## src/rtl/sdram_arb_pkg.sv

```systemverilog
// Shared types and helpers for the SDRAM port arbiter: port ids, the
// response-order FIFO entry and the round-robin successor function.
package sdram_arb_pkg;

    localparam int PORT_ID_MAX_W = 3;   // up to 8 requesters
    localparam int LEN_MAX_W     = 16;  // widest supported burst-length field

    typedef logic [PORT_ID_MAX_W-1:0] port_id_t;

    typedef struct packed {
        port_id_t               port;
        logic [LEN_MAX_W-1:0]   count;  // responses still expected after the next one
    } resp_entry_t;

    function automatic int port_id_w(input int num_ports);
        return (num_ports > 1) ? $clog2(num_ports) : 1;
    endfunction

    function automatic port_id_t rr_next(input port_id_t cur, input port_id_t last);
        return (cur == last) ? '0 : cur + port_id_t'(1);
    endfunction

endpackage

```

## src/rtl/sdram_port_arbiter_if.sv

```systemverilog
// Bundle of requester-side and core-side signals of the arbiter. slave is the
// arbiter's view; master is the view of the requesters plus the SDRAM core.
interface sdram_port_arbiter_if #(
    parameter int NUM_PORTS = 4,
    parameter int ADDR_W    = 32,
    parameter int DATA_W    = 32,
    parameter int LEN_W     = 8
);
    localparam int BE_W = DATA_W / 8;

    logic [NUM_PORTS*ADDR_W-1:0] port_addr_i;
    logic [NUM_PORTS*BE_W-1:0]   port_wr_i;
    logic [NUM_PORTS-1:0]        port_rd_i;
    logic [NUM_PORTS*LEN_W-1:0]  port_len_i;
    logic [NUM_PORTS*DATA_W-1:0] port_write_data_i;
    logic [NUM_PORTS-1:0]        port_accept_o;
    logic [NUM_PORTS-1:0]        port_ack_o;
    logic [NUM_PORTS-1:0]        port_error_o;
    logic [DATA_W-1:0]           port_read_data_o;

    logic [ADDR_W-1:0]           ram_addr_o;
    logic [BE_W-1:0]             ram_wr_o;
    logic                        ram_rd_o;
    logic [LEN_W-1:0]            ram_len_o;
    logic [DATA_W-1:0]           ram_write_data_o;
    logic                        ram_accept_i;
    logic                        ram_ack_i;
    logic                        ram_error_i;
    logic [DATA_W-1:0]           ram_read_data_i;
    logic                        unexpected_ack_o;

    modport slave (
        input  port_addr_i, port_wr_i, port_rd_i, port_len_i, port_write_data_i,
        output port_accept_o, port_ack_o, port_error_o, port_read_data_o,
        output ram_addr_o, ram_wr_o, ram_rd_o, ram_len_o, ram_write_data_o,
        input  ram_accept_i, ram_ack_i, ram_error_i, ram_read_data_i,
        output unexpected_ack_o
    );

    modport master (
        output port_addr_i, port_wr_i, port_rd_i, port_len_i, port_write_data_i,
        input  port_accept_o, port_ack_o, port_error_o, port_read_data_o,
        input  ram_addr_o, ram_wr_o, ram_rd_o, ram_len_o, ram_write_data_o,
        output ram_accept_i, ram_ack_i, ram_error_i, ram_read_data_i,
        input  unexpected_ack_o
    );

endinterface

```

## src/rtl/sdram_arb_resp_fifo.sv

```systemverilog
// Response-order FIFO: one entry per in-flight transaction, with the head's
// remaining-response count decremented in place until its last ack pops it.
module sdram_arb_resp_fifo
    import sdram_arb_pkg::*;
#(
    parameter int DEPTH = 4
) (
    input  logic        clk_i,
    input  logic        rst_ni,
    input  logic        push_i,
    input  resp_entry_t push_entry_i,
    input  logic        pop_i,
    input  logic        dec_i,
    output resp_entry_t head_o,
    output logic        full_o,
    output logic        empty_o
);
    localparam int AW = (DEPTH > 1) ? $clog2(DEPTH) : 1;
    localparam logic [AW:0] DEPTH_C = (AW+1)'(DEPTH);

    resp_entry_t   mem_q [DEPTH];
    logic [AW-1:0] wr_ptr_q, wr_ptr_d;
    logic [AW-1:0] rd_ptr_q, rd_ptr_d;
    logic [AW:0]   cnt_q, cnt_d;
    logic          push_ok, pop_ok, dec_ok;

    assign full_o  = (cnt_q == DEPTH_C);
    assign empty_o = (cnt_q == '0);
    assign head_o  = mem_q[rd_ptr_q];

    assign push_ok = push_i & ~full_o;
    assign pop_ok  = pop_i & ~empty_o;
    assign dec_ok  = dec_i & ~empty_o & ~pop_i;

    always_comb begin
        wr_ptr_d = wr_ptr_q;
        rd_ptr_d = rd_ptr_q;
        cnt_d    = cnt_q;
        if (push_ok) wr_ptr_d = wr_ptr_q + AW'(1);
        if (pop_ok)  rd_ptr_d = rd_ptr_q + AW'(1);
        if (push_ok && !pop_ok)      cnt_d = cnt_q + (AW+1)'(1);
        else if (!push_ok && pop_ok) cnt_d = cnt_q - (AW+1)'(1);
    end

    always_ff @(posedge clk_i or negedge rst_ni) begin
        if (!rst_ni) begin
            wr_ptr_q <= '0;
            rd_ptr_q <= '0;
            cnt_q    <= '0;
        end else begin
            wr_ptr_q <= wr_ptr_d;
            rd_ptr_q <= rd_ptr_d;
            cnt_q    <= cnt_d;
        end
    end

    // Push and decrement never target the same slot: push needs a free slot,
    // decrement needs a live head.
    always_ff @(posedge clk_i) begin
        if (push_ok) mem_q[wr_ptr_q] <= push_entry_i;
        if (dec_ok)  mem_q[rd_ptr_q].count <= mem_q[rd_ptr_q].count - LEN_MAX_W'(1);
    end

endmodule

```

## src/rtl/sdram_port_arbiter.sv

```systemverilog
// Round-robin arbiter sharing one SDRAM core RAM port among several requesters;
// write bursts keep the grant and responses are routed back in issue order.
module sdram_port_arbiter
    import sdram_arb_pkg::*;
#(
    parameter int NUM_PORTS   = 4,
    parameter int OUTSTANDING = 4,
    parameter int ADDR_W      = 32,
    parameter int DATA_W      = 32,
    parameter int LEN_W       = 8
) (
    input  logic                   clk_i,
    input  logic                   rst_ni,
    sdram_port_arbiter_if.slave    bus
);
    localparam int       BE_W      = DATA_W / 8;
    localparam int       PW        = port_id_w(NUM_PORTS);
    localparam port_id_t LAST_PORT = port_id_t'(NUM_PORTS - 1);

    typedef logic [PW-1:0] pidx_t;

    logic [ADDR_W-1:0] addr_a  [NUM_PORTS];
    logic [BE_W-1:0]   wr_a    [NUM_PORTS];
    logic [LEN_W-1:0]  len_a   [NUM_PORTS];
    logic [DATA_W-1:0] wdata_a [NUM_PORTS];
    logic [NUM_PORTS-1:0] req;

    logic             lock_q, lock_d;
    pidx_t            lock_port_q, lock_port_d;
    logic [LEN_W-1:0] beats_q, beats_d;
    pidx_t            rr_q, rr_d;
    logic             unexp_q, unexp_d;

    pidx_t       grant, rr_adv;
    logic        found, fwd, beat, start, is_write;
    int          idx;
    logic        fifo_full, fifo_empty, fifo_pop, fifo_dec, resp_hit;
    resp_entry_t head, push_entry;

    generate
        for (genvar gi = 0; gi < NUM_PORTS; gi++) begin : g_port
            assign addr_a[gi]  = bus.port_addr_i[gi*ADDR_W +: ADDR_W];
            assign wr_a[gi]    = bus.port_wr_i[gi*BE_W +: BE_W];
            assign len_a[gi]   = bus.port_len_i[gi*LEN_W +: LEN_W];
            assign wdata_a[gi] = bus.port_write_data_i[gi*DATA_W +: DATA_W];
            assign req[gi]     = bus.port_rd_i[gi] | (|wr_a[gi]);

            assign bus.port_accept_o[gi] = beat & (grant == PW'(gi));
            assign bus.port_ack_o[gi]    = resp_hit & (head.port == port_id_t'(gi));
            assign bus.port_error_o[gi]  = resp_hit & bus.ram_error_i & (head.port == port_id_t'(gi));
        end
    endgenerate

    always_comb begin
        grant = rr_q;
        found = 1'b0;
        idx   = 0;
        if (lock_q) begin
            grant = lock_port_q;
            found = req[lock_port_q];
        end else begin
            for (int i = 0; i < NUM_PORTS; i++) begin
                idx = int'(rr_q) + i;
                if (idx >= NUM_PORTS) idx = idx - NUM_PORTS;
                if (!found && req[PW'(idx)]) begin
                    found = 1'b1;
                    grant = PW'(idx);
                end
            end
        end
    end

    // A new transaction needs a free FIFO slot; continuation beats were logged at start.
    assign fwd      = rst_ni & found & (lock_q | ~fifo_full);
    assign beat     = fwd & bus.ram_accept_i;
    assign start    = beat & ~lock_q;
    assign is_write = |wr_a[grant];
    assign rr_adv   = PW'(rr_next(port_id_t'(grant), LAST_PORT));

    assign bus.ram_addr_o       = addr_a[grant];
    assign bus.ram_len_o        = len_a[grant];
    assign bus.ram_write_data_o = wdata_a[grant];
    assign bus.ram_wr_o         = fwd ? wr_a[grant] : '0;
    assign bus.ram_rd_o         = fwd & bus.port_rd_i[grant];

    always_comb begin
        lock_d      = lock_q;
        lock_port_d = lock_port_q;
        beats_d     = beats_q;
        rr_d        = rr_q;
        if (start) begin
            if (is_write && (len_a[grant] != '0)) begin
                lock_d      = 1'b1;
                lock_port_d = grant;
                beats_d     = len_a[grant];
            end else begin
                rr_d = rr_adv;
            end
        end else if (beat) begin
            beats_d = beats_q - LEN_W'(1);
            if (beats_q == LEN_W'(1)) begin
                lock_d = 1'b0;
                rr_d   = rr_adv;
            end
        end
    end

    assign push_entry.port  = port_id_t'(grant);
    assign push_entry.count = LEN_MAX_W'(len_a[grant]);

    assign resp_hit = rst_ni & bus.ram_ack_i & ~fifo_empty;
    assign fifo_pop = resp_hit & (head.count == '0);
    assign fifo_dec = resp_hit & (head.count != '0);
    assign unexp_d  = unexp_q | (bus.ram_ack_i & fifo_empty);

    assign bus.port_read_data_o = bus.ram_read_data_i;
    assign bus.unexpected_ack_o = unexp_q;

    always_ff @(posedge clk_i or negedge rst_ni) begin
        if (!rst_ni) begin
            lock_q      <= 1'b0;
            lock_port_q <= '0;
            beats_q     <= '0;
            rr_q        <= '0;
            unexp_q     <= 1'b0;
        end else begin
            lock_q      <= lock_d;
            lock_port_q <= lock_port_d;
            beats_q     <= beats_d;
            rr_q        <= rr_d;
            unexp_q     <= unexp_d;
        end
    end

    sdram_arb_resp_fifo #(
        .DEPTH (OUTSTANDING)
    ) u_resp_fifo (
        .clk_i        (clk_i),
        .rst_ni       (rst_ni),
        .push_i       (start),
        .push_entry_i (push_entry),
        .pop_i        (fifo_pop),
        .dec_i        (fifo_dec),
        .head_o       (head),
        .full_o       (fifo_full),
        .empty_o      (fifo_empty)
    );

endmodule

```

## src/flat_wrapper.sv

```systemverilog
// flat-port wrapper written by rule: the top's interface ports become plain ports
module sdram_port_arbiter_flat import sdram_arb_pkg::*;
#(
    parameter int NUM_PORTS   = 4,
    parameter int OUTSTANDING = 4,
    parameter int ADDR_W      = 32,
    parameter int DATA_W      = 32,
    parameter int LEN_W       = 8
)
  (clk_i, rst_ni, bus_port_addr_i, bus_port_wr_i, bus_port_rd_i, bus_port_len_i, bus_port_write_data_i, bus_port_accept_o, bus_port_ack_o, bus_port_error_o, bus_port_read_data_o, bus_ram_addr_o, bus_ram_wr_o, bus_ram_rd_o, bus_ram_len_o, bus_ram_write_data_o, bus_ram_accept_i, bus_ram_ack_i, bus_ram_error_i, bus_ram_read_data_i, bus_unexpected_ack_o);
  sdram_port_arbiter_if #(.NUM_PORTS(NUM_PORTS), .ADDR_W(ADDR_W), .DATA_W(DATA_W), .LEN_W(LEN_W)) bus_i ();
  input  logic clk_i;
  input  logic rst_ni;
  input wire logic [$bits(bus_i.port_addr_i)-1:0] bus_port_addr_i;
  input wire logic [$bits(bus_i.port_wr_i)-1:0] bus_port_wr_i;
  input wire logic [$bits(bus_i.port_rd_i)-1:0] bus_port_rd_i;
  input wire logic [$bits(bus_i.port_len_i)-1:0] bus_port_len_i;
  input wire logic [$bits(bus_i.port_write_data_i)-1:0] bus_port_write_data_i;
  output wire logic [$bits(bus_i.port_accept_o)-1:0] bus_port_accept_o;
  output wire logic [$bits(bus_i.port_ack_o)-1:0] bus_port_ack_o;
  output wire logic [$bits(bus_i.port_error_o)-1:0] bus_port_error_o;
  output wire logic [$bits(bus_i.port_read_data_o)-1:0] bus_port_read_data_o;
  output wire logic [$bits(bus_i.ram_addr_o)-1:0] bus_ram_addr_o;
  output wire logic [$bits(bus_i.ram_wr_o)-1:0] bus_ram_wr_o;
  output wire logic [$bits(bus_i.ram_rd_o)-1:0] bus_ram_rd_o;
  output wire logic [$bits(bus_i.ram_len_o)-1:0] bus_ram_len_o;
  output wire logic [$bits(bus_i.ram_write_data_o)-1:0] bus_ram_write_data_o;
  input wire logic [$bits(bus_i.ram_accept_i)-1:0] bus_ram_accept_i;
  input wire logic [$bits(bus_i.ram_ack_i)-1:0] bus_ram_ack_i;
  input wire logic [$bits(bus_i.ram_error_i)-1:0] bus_ram_error_i;
  input wire logic [$bits(bus_i.ram_read_data_i)-1:0] bus_ram_read_data_i;
  output wire logic [$bits(bus_i.unexpected_ack_o)-1:0] bus_unexpected_ack_o;
  assign bus_i.port_addr_i = bus_port_addr_i;
  assign bus_i.port_wr_i = bus_port_wr_i;
  assign bus_i.port_rd_i = bus_port_rd_i;
  assign bus_i.port_len_i = bus_port_len_i;
  assign bus_i.port_write_data_i = bus_port_write_data_i;
  assign bus_port_accept_o = bus_i.port_accept_o;
  assign bus_port_ack_o = bus_i.port_ack_o;
  assign bus_port_error_o = bus_i.port_error_o;
  assign bus_port_read_data_o = bus_i.port_read_data_o;
  assign bus_ram_addr_o = bus_i.ram_addr_o;
  assign bus_ram_wr_o = bus_i.ram_wr_o;
  assign bus_ram_rd_o = bus_i.ram_rd_o;
  assign bus_ram_len_o = bus_i.ram_len_o;
  assign bus_ram_write_data_o = bus_i.ram_write_data_o;
  assign bus_i.ram_accept_i = bus_ram_accept_i;
  assign bus_i.ram_ack_i = bus_ram_ack_i;
  assign bus_i.ram_error_i = bus_ram_error_i;
  assign bus_i.ram_read_data_i = bus_ram_read_data_i;
  assign bus_unexpected_ack_o = bus_i.unexpected_ack_o;
  sdram_port_arbiter #(.NUM_PORTS(NUM_PORTS), .OUTSTANDING(OUTSTANDING), .ADDR_W(ADDR_W), .DATA_W(DATA_W), .LEN_W(LEN_W)) u_core (.clk_i(clk_i), .rst_ni(rst_ni), .bus(bus_i));
endmodule
```

## config.mk

```make
export PLATFORM = sky130hd
export DESIGN_NAME = sdram_port_arbiter_flat
export DESIGN_NICKNAME = d
export VERILOG_FILES = /design/src/rtl/sdram_arb_pkg.sv /design/src/rtl/sdram_port_arbiter_if.sv /design/src/rtl/sdram_arb_resp_fifo.sv /design/src/rtl/sdram_port_arbiter.sv /design/src/flat_wrapper.sv
export SDC_FILE = /design/constraint.sdc
export NUM_CORES = 1
export LEC_CHECK = 0
export BUFFER_PORTS_ARGS = -buffer_cell sky130_fd_sc_hd__buf_2
export CORE_AREA = 5 5 180 182
export CTS_CLUSTER_DIAMETER = 60
export DETAILED_ROUTE_END_ITERATION = 10
export DIE_AREA = 0 0 185 187
export HOLD_SLACK_MARGIN = 0.06
export PLACE_DENSITY = 0.57
export SYNTH_ARGS = -nofsm -noshare
export SYNTH_HDL_FRONTEND = slang
export SYNTH_SLANG_ARGS = --single-unit
```

## constraint.sdc

```tcl
create_clock -name clk_i -period 4.9 [get_ports clk_i]
set_input_delay 0 -clock clk_i [delete_from_list [all_inputs] [get_ports clk_i]]
set_output_delay 0 -clock clk_i [all_outputs]
set_load 0.005 [all_outputs]
```

==> results.sh <==
export IMPL_outcome="finished, final reports clean"
export IMPL_timing_hold_violations_final=0
export IMPL_holdPathStages=4
export IMPL_clock_fmax_mhz=243.4
export IMPL_fp_dieArea_mm2=0.03460
export IMPL_synth_distinct_cells=65
export IMPL_fp_row_count=64
export IMPL_numPortBuffers=402
export IMPL_via_count_of_the_first_global_routing_pass=8510
export IMPL_finalWorstSetupSlack_ps=791.9
export IMPL_route_antenna_remaining_nets=0
export IMPL_synth_top_cells_by_area="sky130_fd_sc_hd__edfxtp_1, sky130_fd_sc_hd__nand2_1, sky130_fd_sc_hd__dfrtp_1, sky130_fd_sc_hd__mux4_2, sky130_fd_sc_hd__a31oi_1"
export IMPL_wire_per_inst_um=24.98
export IMPL_synthDominantCellAreaShare=0.2731
export IMPL_critPathArrivalTime_ps=4330
export IMPL_yosysMostFrequentCell="sky130_fd_sc_hd__nand2_1"
export IMPL_pwr_share_seq=0.169
export IMPL_synth_sequential_area_ratio=0.3394
export IMPL_clock_network_fraction_of_total_power=0.101
export IMPL_cts_htree_levels=3
export IMPL_netlist_top_cells_count="sky130_fd_sc_hd__nand2_1, sky130_fd_sc_hd__edfxtp_1, sky130_fd_sc_hd__a31oi_1"
export IMPL_floorplan_die_width_um=185
export IMPL_global_route_overflow_total=0
export IMPL_post_cts_hold_buffer_count=34
export IMPL_drive_gt1_frac=0.3668
export IMPL_worstSetupPathDepth=10
export IMPL_worst_r2r_path_depth=10
export IMPL_final_design_area_no_fill_mm2=0.01071
export IMPL_grt_max_degree=143
export IMPL_total_buffers_and_inverters_traversed_by_the_critical_path=2
export IMPL_combined_flip_flop_and_latch_cell_area_mm2=0.002688
export IMPL_slew_viol_final=0
export IMPL_clockBufferDepth=2
export IMPL_timing_slew_headroom=0.2965
export IMPL_core_area_mm2=0.03043
export IMPL_drc_violation_total_after_the_first_tritonroute_iteration=1034
export IMPL_cpMaxStageDelayCell="sky130_fd_sc_hd__dfrtp_1"
export IMPL_vias=9093
export IMPL_detail_route_vias_per_cell=5.220
export IMPL_worstSetupPathType="reg2reg"
export IMPL_synth_edff_count=72
export IMPL_cts_sink_count=93
export IMPL_post_route_min_period_ps=4108
export IMPL_cts_clk_slew_worst_paths_ps=70
export IMPL_detailedPlace_worstSlack_ps=770.9
export IMPL_synth_warning_count=0
export IMPL_start_util=0.2602
export IMPL_syn_avg_cell_area_um2=8.213
export IMPL_p_total_mw=6.417
export IMPL_synth_nets=1326
export IMPL_power_leakage_nw=5.006
export IMPL_drt_pass1_iter_count=6
export IMPL_chipHeight_um=187
export IMPL_detailedPlacementHpwl_mm=37.19
export IMPL_p_switching_mw=3.570
export IMPL_mappedNetlistArea_mm2=0.007918
export IMPL_filler_free_cell_count_of_the_finished_design=1742
export IMPL_cts_buffers=9
export IMPL_slowest_delay_ps=790
export IMPL_placedCellCount=1682
export IMPL_synthDominantAreaCellType="sky130_fd_sc_hd__edfxtp_1"
export IMPL_critical_path_peak_fanout=13
export IMPL_critical_path_top_delay_family="simple AND/OR/NAND/NOR gates"
export IMPL_multi_input_area_mm2=0.004617
export IMPL_power_density_cells_mw_per_mm2=599.4
export IMPL_gp_congestion=0.9763
export IMPL_worstMarginPinSlew_ps=1026
export IMPL_drc_errors=0
export IMPL_comb_power_share=0.729
export IMPL_routed_wl_mm=43.51
export IMPL_cts_tree="built"
export IMPL_max_vdd_ir_drop_mv=0.5260
export IMPL_setup_violations=0
export IMPL_netlist_instances=964
export IMPL_fill_cells=3273
export IMPL_final_setup_tns_ps=0
export IMPL_internal_pwr_total_mw=2.847
export IMPL_area_growth_pct=35.21
export IMPL_final_period_utilization=0.8384
export IMPL_end_kind="flip-flop"
export IMPL_rsz0062_at_grt="no"
export IMPL_share_of_flip_flops_with_an_asynchronous_set_or_reset_after_synthesis=0.2258
export IMPL_synth_seq_cells=93
export IMPL_initial_antenna_violation_count=20
export IMPL_synthFlopType="sky130_fd_sc_hd__edfxtp_1"
export IMPL_cp_cell_sequence="buf_4 > mux4_2 > or4_1 > nor3_1 > nor3b_2 > nand2_1 > ha_1 > inv_1 > fa_1 > mux2_2"
export IMPL_nets=1693
export IMPL_max_cap_viol_count=0
export IMPL_cp_required_ps=5130
export IMPL_place_area_mm2=0.01006
export IMPL_power_switching_fraction=0.5564
export IMPL_ios=467
export IMPL_cp_start_kind="flip-flop"
export IMPL_holdCritPathClass="in2reg"
export IMPL_globalRouteTotalUtil=0.2356
export IMPL_ctsRootBufferMaster="sky130_fd_sc_hd__clkbuf_16"
export IMPL_post_cts_setup_buffer_count=0
export IMPL_finalClockSkew_ps=7.927
export IMPL_cts_resized=0
export IMPL_grt_pass1_wl_mm=59.40
export IMPL_clkLatencyLatePin_ps=340
## power by group through the flow
stage	clock [mW]	combinational, mW	sequential [mW]
finish	0.651	4.68	1.09
global route	0.689	5.05	1.10
CTS	0.656	4.69	1.09
detailed placement	0	4.65	1.10
global placement	0	4.63	1.10
floorplan	0	2.38	1.05
## metrics by stage
step                hold WS [ps]  utilization
floorplan                 -295.6            -
global placement         0.03458       0.3308
detailed placement       0.03458       0.3308
CTS                        168.1       0.3510
global route               212.7       0.3512
finish                     170.6       0.3518
## worst paths after layout
check | slack (ps) | from | endpoint
worst max-delay path | 790 | u_core.u_resp_fifo.rd_ptr_q[0] | u_core.u_resp_fifo.cnt_q[1]
worst min-delay path | 170 | bus_ram_accept_i | u_core.lock_q
worst max register to register | 790 | u_core.u_resp_fifo.rd_ptr_q[0] | u_core.u_resp_fifo.cnt_q[1]
worst min register to register | 480 | u_core.bus.unexpected_ack_o | u_core.bus.unexpected_ack_o
max in group asynchronous | 4380 | rst_ni | u_core.beats_q[0]
min in group asynchronous | 260 | rst_ni | u_core.u_resp_fifo.cnt_q[2]
## worst reg2reg max path, stage by stage (launching register included)
cell and delay, ps:
sky130_fd_sc_hd__dfrtp_1 790, sky130_fd_sc_hd__buf_4 270, sky130_fd_sc_hd__mux4_2 530, sky130_fd_sc_hd__or4_1 660, sky130_fd_sc_hd__nor3_1 320, sky130_fd_sc_hd__nor3b_2 290, sky130_fd_sc_hd__nand2_1 170, sky130_fd_sc_hd__ha_1 240
sky130_fd_sc_hd__inv_1 80, sky130_fd_sc_hd__fa_1 380, sky130_fd_sc_hd__mux2_2 260
## kinds of logic after synthesis
family / count (synthesis) / share of synthesized area
compound gates: 143 / 0.1223
simple gates: 504 / 0.2868
xor+xnor: 19 / 0.02102
fa+ha+maj: 17 / 0.02781
mux: 64 / 0.1228
flops: 93 / 0.3394
buf+inv: 124 / 0.07980
## cells in the final DEF (no fill, tap or decap), drive strengths merged, types with 3 or more instances in the layout
| cell | Yosys | final |
|---|---|---|
| nor2 | 64 | 64 |
| o31ai | 3 | 3 |
| mux4 | 24 | 24 |
| o21ai | 32 | 32 |
| o311ai | 3 | 3 |
| mux2i | 24 | 24 |
| inv | 27 | 29 |
| a22oi | 3 | 3 |
| buf | 65 | 418 |
| a21oi | 11 | 11 |
| mux2 | 16 | 16 |
| xor2 | 4 | 4 |
| nand3 | 28 | 28 |
| xnor2 | 15 | 15 |
| a31oi | 67 | 67 |
| edfxtp | 72 | 72 |
| nand2b | 3 | 3 |
| ha | 16 | 16 |
| o221ai | 4 | 4 |
| and3 | 66 | 66 |
| clkbuf | 31 | 10 |
| or4 | 5 | 5 |
| nor3 | 12 | 12 |
| nand2 | 288 | 288 |
| dfrtp | 21 | 21 |
| and2 | 11 | 11 |
| nor4 | 16 | 16 |
| dlygate4sd3 | 0 | 34 |
| or3 | 7 | 7 |
| o22ai | 3 | 3 |
| diode | 0 | 10 |
| clkinv | 1 | 3 |
## routing by layer
layer  vias to the layer above  track usage  wire length [um]
li1                       4146            -                 -
met1                      4376       0.3296             17990
met2                       517       0.3359             18450
met3                        46       0.1064              6160
met4                         8      0.04828               862
met5                         -            0                48
## sequential cells by signal, summed over array words and instances (netlist names)
| register | count |
|---|---|
| u_core.u_resp_fifo.cnt_q | 3 |
| u_core.lock_port_q | 2 |
| u_core.u_resp_fifo.rd_ptr_q | 2 |
| u_core.bus.unexpected_ack_o | 1 |
| u_core.u_resp_fifo.wr_ptr_q | 2 |
| u_core.u_resp_fifo.mem_q | 72 |
| u_core.rr_q | 2 |
| u_core.lock_q | 1 |
| u_core.beats_q | 8 |
## area by class of cell
type                       count  area share
multi-input combinational    747      0.4313
antenna                       10    0.002338
inverter                      28     0.01005
clock buffer                  10     0.02139
tap                          396     0.04628
clock inverter                 6    0.004324
sequential                    93      0.2511
timing repair buffer         452      0.2333
Note: power is estimated with default switching activity, not from simulation.
